## src/rtl/sb_pkg.sv

```systemverilog
// sb_pkg: shared switchboard stream constants and sizing helpers
package sb_pkg;
  localparam int SB_DEST_W = 32;
  function automatic int sb_ptr_w(input int depth);
    return $clog2(depth);
  endfunction
endpackage

```

## src/rtl/sb_fifo_mem.sv

```systemverilog
// sb_fifo_mem: register array with one synchronous write port and one asynchronous read port
module sb_fifo_mem #(
  parameter int W     = 1,
  parameter int DEPTH = 4
) (
  input  logic                     clk,
  input  logic                     i_we,
  input  logic [$clog2(DEPTH)-1:0] i_waddr,
  input  logic [W-1:0]             i_wdata,
  input  logic [$clog2(DEPTH)-1:0] i_raddr,
  output logic [W-1:0]             o_rdata
);
  logic [W-1:0] r_mem [DEPTH];
  always_ff @(posedge clk) if (i_we) r_mem[i_waddr] <= i_wdata;
  assign o_rdata = r_mem[i_raddr];
endmodule

```

## src/rtl/sb_stream_fifo.sv

```systemverilog
// sb_stream_fifo: first-word-fall-through elastic buffer for a switchboard packet stream
module sb_stream_fifo
  import sb_pkg::*;
#(
  parameter int DW    = 256,
  parameter int DEPTH = 4,
  parameter int CNT_W = 32
) (
  input  logic                   clk,
  input  logic                   rst,
  input  logic [DW-1:0]          in_data,
  input  logic [SB_DEST_W-1:0]   in_dest,
  input  logic                   in_last,
  input  logic                   in_valid,
  output logic                   in_ready,
  output logic [DW-1:0]          out_data,
  output logic [SB_DEST_W-1:0]   out_dest,
  output logic                   out_last,
  output logic                   out_valid,
  input  logic                   out_ready,
  output logic [$clog2(DEPTH):0] count,
  output logic [CNT_W-1:0]       pkt_count
);
  localparam int PTR_W = sb_ptr_w(DEPTH);
  localparam int CW    = PTR_W + 1;
  localparam int MW    = DW + SB_DEST_W + 1;
  logic [PTR_W-1:0] r_wr_ptr, r_rd_ptr;
  logic [CW-1:0]    r_count;
  logic [CNT_W-1:0] r_pkt_count;
  logic [MW-1:0]    w_rdata;
  logic             w_push, w_pop;
  // Handshakes depend only on registered state and rst, never on out_ready
  assign in_ready  = !rst && (r_count != CW'(DEPTH));
  assign out_valid = !rst && (r_count != '0);
  assign w_push    = in_valid && in_ready;
  assign w_pop     = out_valid && out_ready;
  assign {out_last, out_dest, out_data} = w_rdata;
  assign count     = r_count;
  assign pkt_count = r_pkt_count;
  sb_fifo_mem #(.W(MW), .DEPTH(DEPTH)) u_mem (
    .clk     (clk),
    .i_we    (w_push),
    .i_waddr (r_wr_ptr),
    .i_wdata ({in_last, in_dest, in_data}),
    .i_raddr (r_rd_ptr),
    .o_rdata (w_rdata)
  );
  always_ff @(posedge clk) begin
    if (rst) begin
      r_wr_ptr    <= '0;
      r_rd_ptr    <= '0;
      r_count     <= '0;
      r_pkt_count <= '0;
    end else begin
      r_wr_ptr    <= w_push ? r_wr_ptr + PTR_W'(1) : r_wr_ptr;
      r_rd_ptr    <= w_pop ? r_rd_ptr + PTR_W'(1) : r_rd_ptr;
      r_count     <= (w_push && !w_pop) ? r_count + CW'(1) :
                     (w_pop && !w_push) ? r_count - CW'(1) : r_count;
      r_pkt_count <= (w_pop && out_last) ? r_pkt_count + CNT_W'(1) : r_pkt_count;
    end
  end
  always_ff @(posedge clk) assert (r_count <= CW'(DEPTH));
endmodule

```

## config.mk

```make
export PLATFORM = sky130hd
export DESIGN_NAME = sb_stream_fifo
export DESIGN_NICKNAME = d
export VERILOG_FILES = /design/src/rtl/sb_pkg.sv /design/src/rtl/sb_fifo_mem.sv /design/src/rtl/sb_stream_fifo.sv
export SDC_FILE = /design/constraint.sdc
export NUM_CORES = 1
export LEC_CHECK = 0
export CORE_MARGIN = 10
export CORE_UTILIZATION = 54
export CTS_CLUSTER_SIZE = 24
export DETAILED_ROUTE_END_ITERATION = 10
export PLACE_DENSITY = 0.77
export SLEW_MARGIN = 20
export SYNTH_ARGS = -nofsm -noshare
export SYNTH_HDL_FRONTEND = slang
export SYNTH_SLANG_ARGS = --single-unit
```

## constraint.sdc

```tcl
create_clock -name clk -period 12.8 [get_ports clk]
set_clock_uncertainty 0.15 [all_clocks]
set_input_delay 2.56 -clock clk [delete_from_list [all_inputs] [get_ports clk]]
set_output_delay 2.56 -clock clk [all_outputs]
set_load 0.02 [all_outputs]
```

[After elaboration in Yosys (flattened, before gate mapping)]
Memories as Yosys holds them, arrays and structs flattened. A register that Yosys moved wholly into a read port is not among the register bits.
Index checks and enable logic that the tools add are counted.
Word-level totals
  register bits: 39
  memory bits (writable): 1156
  input bits: 293
  output and inout port bits: 326
  memories: 1
Cells by class
  add/subtract/negate cells: 5
  equality and inequality tests: 1
  multiplexer cells: 6
  reduce and logical (&&, ||, !) cells: 12
Memory list
  u_mem.r_mem: depth 4, bits a word 289, rd ports 1, clocked after memory_dff 1, wr ports 1, RTL line sb_fifo_mem.sv:13  | logic [W-1:0] r_mem [DEPTH];
Operator list (number)
  adder 32 x 1 -> 32 bit (second input constant): 1
  logical AND 1 bit: 7
  two-way mux 3 bit: 2
  adder 2 x 1 -> 2 bit (second input constant): 2
  two-way mux 2 bit: 2
  adder 3 x 1 -> 3 bit (second input constant): 1
  logical NOT 1 bit: 3
  != test 3 bit (second input constant): 1
  nonzero test 3 bit: 1
  subtractor 3 x 1 -> 3 bit (second input constant): 1
  two-way mux 1 bit: 2
  nonzero test 2 bit: 1

[Longest topological paths before layout]
  word-level depth: 7
  mapped depth: 9
  gate-level depth less buffers: 8

[Hierarchy]
A second synthesis with hierarchy kept.
Unflattened totals
  cell total of the unflattened synthesis: 1738
  area total of the unflattened synthesis: 43716.9 µm²
Modules (own cells, without submodules)
  sb_fifo_mem: instances 1, cells an instance 1513, area an instance 41718.8 µm², sequential area each 34713.3 µm²
  sb_stream_fifo: instances 1, cells an instance 225, area an instance 1998.2 µm², sequential area each 780.7 µm²

[Worst setup path before layout]
Ideal clock, no wire load.
  path type: input to register
  start: input port in_valid
  end: memory u_mem.r_mem[0][0] in the netlist's numbering (enable)
  setup time: 0.687 ns
  arrival: 9.780 ns
  slack: 2.182 ns
  stages on the path: 3
  buffers on the path: 0
  cell sequence: clkinv_1 a211oi_1 and2_1
Between the ends
  longest elaborated chain between the ends: 3
RTL lines
  start: declaration: RTL line sb_stream_fifo.sv:14  | input logic in_valid,
  logical AND 1 bit: RTL line sb_stream_fifo.sv:35  | assign w_push = in_valid && in_ready;
  via u_mem.i_we: RTL line sb_fifo_mem.sv:7  | input logic i_we,
  two-way mux 1 bit: RTL line sb_fifo_mem.sv:14  | always_ff @(posedge clk) if (i_we) r_mem[i_waddr] <= i_wdata;
  two-way mux 1 bit (not written as such): RTL line sb_fifo_mem.sv:14
  end: declaration: RTL line sb_fifo_mem.sv:13
The timed path passes the listed nets, and every way through them passes these cells.

[Worst setup path after layout]
  start: input port rst
  end: output port in_ready
Between the ends
  longest elaborated chain between the ends: 2
RTL lines
  start: declaration: RTL line sb_stream_fifo.sv:10  | input logic rst,
  logical NOT 1 bit: RTL line sb_stream_fifo.sv:33  | assign in_ready = !rst && (r_count != CW'(DEPTH));
  logical AND 1 bit: RTL line sb_stream_fifo.sv:33
  end: declaration: RTL line sb_stream_fifo.sv:15  | output logic in_ready,
Every way passes these cells.

==> Implementation_results.wiki <==
{| class="wikitable"
! Metric !! Value
|-
| Outcome || completed
|-
| Synth Register Bits || 1,197
|-
| Post-cts hold buffer count || 0
|-
| Unrepaired setup endpoints after global routing || false
|-
| Area share of the largest cell type after synthesis || 79.46%
|-
| Share of post-route cells with drive strength above 1 || 18.85%
|-
| Final wirelength || 101,700 um
|-
| Detailed-route vias per instance || 5.853
|-
| Hold Slack || 0.3853 ns
|-
| Number of buffers between clock root and the deepest sink || 3
|-
| Final-report hold violation count || 0
|-
| Pin count of the biggest net entering global routing || 179
|-
| Largest fanout of any net on the critical path || 58
|-
| CP startpoint kind || input pin
|-
| Filler instances || 4,825
|-
| Normalized max-slew margin || 27.82%
|-
| Synth top cells by count || sky130_fd_sc_hd__edfxtp_1, sky130_fd_sc_hd__mux4_2, sky130_fd_sc_hd__dfxtp_1, sky130_fd_sc_hd__buf_2, sky130_fd_sc_hd__nor2_1
|-
| Area of combinational cells with multiple inputs || 7789 sq um
|-
| Detailed-route wire length per cell || 28.12 um
|-
| Type of the worst min-delay path || flip-flop to flip-flop
|-
| Required time worst endpoint || 10.09 ns
|-
| Clock root cell || sky130_fd_sc_hd__clkbuf_16
|-
| Area delta synth->final || 25.46%
|-
| Estimated wirelength of the detail-placed design || 62,210 um
|-
| Global-route total usage across every layer || 21.55%
|-
| Clock tree from TritonCTS || yes
|-
| Area of all placed cells without fillers || 54,810 sq um
|-
| Number of H-tree levels || 3
|-
| Final net count || 2,741
|-
| Number of nets with antenna violations after routing || 0
|-
| Post-route worst setup slack || 6.124 ns
|-
| Instance count of the mapped netlist || 1,759
|-
| Storage cell area || 35,540 sq um
|-
| Detailed Route Iter0 Violations || 1,818
|-
| Overall via count from detail_route || 21,160
|-
| Total negative slack for setup checks || 0 ns
|-
| Clock transition at the registers of the reported paths || 0.06 ns
|-
| Maximum VDD drop || 0.1562 mV
|-
| Number of antenna violations at the first check in global routing || 42
|-
| Number of placement rows || 104
|-
| Proportion of synthesized chip area in sequential cells || 81.34%
|-
| Worst-margin pin slew || 1.083 ns
|-
| Crit path cell chain || buf_2 -> a21oi_1 -> clkdlybuf4s50_1
|-
| Synth async-reset ratio || 0%
|-
| Number of iterations in the first detailed-routing pass || 5
|-
| Warning count from the yosys run || 0
|-
| Min Clock Period, post-route || 6.676 ns
|-
| Leading register cell type out of synthesis || sky130_fd_sc_hd__edfxtp_1
|-
| Cell with the most instances after synthesis || sky130_fd_sc_hd__edfxtp_1
|-
| Post-synthesis net count || 2,059
|-
| Gr ovfl total || 0
|-
| Pleak || 17.01 nW
|-
| Final Slew Violations || 0
|-
| Max cap viols || 0
|-
| CTS Sinks || 1,197
|-
| Signal arrival time at the worst endpoint || 3.97 ns
|-
| Insertion delay to the later sink of the worst-skew pair || 0.65 ns
|-
| Die height || 304.4 um
|-
| Initial standard-cell utilization of the core || 54.32%
|-
| Upper clock frequency limit || 149.8 MHz
|-
| Pint || 7.112 mW
|-
| Longest individual stage delay on the worst path || 0.73 ns
|-
| Core Region || 80,420 sq um
|-
| Via count of the first global-routing pass || 22,210
|-
| Cts repair resizes || 0
|-
| Clk pwr share || 34.0%
|-
| Post-CTS Setup Bufs || 0
|-
| Final count of negative-setup-slack endpoints || 0
|-
| Number of placed instances with taps included || 3,382
|-
| Crit share post-route || 52.16%
|-
| Port Buffers || 618
|-
| Cell taking the most area after synthesis || sky130_fd_sc_hd__edfxtp_1
|-
| Power per unit of standard cell area || 171.5 nW/um^2
|-
| Kind of critical path || input pin to output port
|-
| Count of flip-flops with a built-in enable after synthesis || 1,156
|-
| Sequential share of power || 48.6%
|-
| Power share of the combinational group || 17.4%
|-
| Die Footprint || 92,680 sq um
|-
| Pre-CTS setup slack || 6.116 ns
|-
| Average footprint of a synthesized cell || 24.84 sq um
|-
| Library cells used by synthesis || 37
|-
| Psw || 2.286 mW
|-
| Cell with the largest stage delay on the worst path || sky130_fd_sc_hd__buf_2
|-
| Horizontal die dimension || 304.4 um
|-
| Placer's final routability congestion estimate || 0.8270
|-
| Kind of end point of the critical path || output port
|-
| Synth area leaders || sky130_fd_sc_hd__edfxtp_1, sky130_fd_sc_hd__mux4_2, sky130_fd_sc_hd__dfxtp_1
|-
| Cell Area, Synth || 43,690 sq um
|-
| Number of standard cells in the final layout excluding fillers || 3,616
|-
| Wire length of the first global-routing pass || 149,600 um
|-
| Clock buffers created by TritonCTS || 114
|-
| Area of placed instances || 51,080 sq um
|-
| I/O pin cnt || 619
|-
| Switching part of the total power || 24.32%
|-
| DRC errors left || 0
|}
==> final timing paths <==
kind	from	end	slack [ns]	cells after the start
worst min register to register	pkt_count[8]$_SDFFE_PP0P_	pkt_count[8]$_SDFFE_PP0P_	0.39	2
worst max-delay path	rst	in_ready	6.12	3
worst max register to register	count[0]$_SDFFE_PP0P_	u_mem.r_mem[0][29]$_DFFE_PP_	8.68	6
worst min-delay path	pkt_count[8]$_SDFFE_PP0P_	pkt_count[8]$_SDFFE_PP0P_	0.39	2
==> cell type report <==
| type | instances | area share (%) |
|---|---|---|
| Tap cell | 1060 | 2.420 |
| Antenna cell | 20 | 0.09131 |
| Clock inverter | 71 | 1.189 |
| Inverter | 8 | 0.06392 |
| Clock buffer | 140 | 5.383 |
| Sequential cell | 1197 | 64.84 |
| Multi-Input combinational cell | 477 | 14.21 |
| Timing Repair Buffer | 643 | 11.80 |
==> sequential cells by signal (all words and copies together) (netlist names), named ones only <==
| name | cells |
|---|---|
| pkt_count | 32 |
| count | 3 |
| u_mem.r_mem | 1156 |
| r_rd_ptr | 2 |
| r_wr_ptr | 2 |
==> power by group through the flow <==
stage	sequential (mW)	clock, mW	combinational, mW
floorplan	4.68	0	0.893
global placement	4.63	0	1.63
detailed placement	4.65	0	1.64
CTS	4.57	3.26	1.66
global route	4.58	3.42	1.73
finish	4.57	3.20	1.63
==> placed cells by master (no fill, tap or decap), types with 10 or more instances in the layout <==
master                            synthesis  final
sky130_fd_sc_hd__a21oi_1                 15     15
sky130_fd_sc_hd__buf_4                    1     17
sky130_fd_sc_hd__clkbuf_1                23     26
sky130_fd_sc_hd__clkbuf_16                0    114
sky130_fd_sc_hd__clkdlybuf4s50_1          0    617
sky130_fd_sc_hd__clkinv_1                 1     34
sky130_fd_sc_hd__clkinv_2                 0     17
sky130_fd_sc_hd__dfxtp_1                 41     39
sky130_fd_sc_hd__diode_2                  0     20
sky130_fd_sc_hd__edfxtp_1              1156   1156
sky130_fd_sc_hd__mux2_1                  14     14
sky130_fd_sc_hd__mux4_2                 288    288
sky130_fd_sc_hd__nand4_1                 18     18
sky130_fd_sc_hd__nor2_1                  26     26
sky130_fd_sc_hd__nor2b_1                 16     16
sky130_fd_sc_hd__or4_1                   10     10
==> cell families after synthesis <==
| logic type | Yosys count | synth area share, % |
|---|---|---|
| muxes | 307 | 15.33 |
| DFF | 1197 | 81.34 |
| buffers and inverters | 85 | 0.8535 |
| and+or+nand+nor | 123 | 1.661 |
| xor gates and xnor gates | 9 | 0.1804 |
| adders and majority gates | 7 | 0.2177 |
| AOI/OAI and AO/OA | 31 | 0.4124 |
==> through the flow <==
stage	power [mW]	utilization, %
4_1_cts	9.490	68.00
3_3_place_gp	6.258	63.51
5_1_grt	9.730	68.15
2_1_floorplan	5.573	-
3_5_place_dp	6.285	63.52
6_report	9.398	68.16
==> routing by layer <==
metal  vias to the layer above  GRT usage, %  wire length (um)
met4                        44         8.895              3279
met3                       177         8.282             10370
li1                       8950             -                 -
met5                         -             0               276
met1                     10980         25.28             35350
met2                      1014         35.43             52410
==> worst max-delay path, delay by kind of cell <==
kind	cells	cell delay (ns)
buf+inv	2	1.32
compound gates	1	0.08
Note: power is estimated with default switching activity, not from simulation.
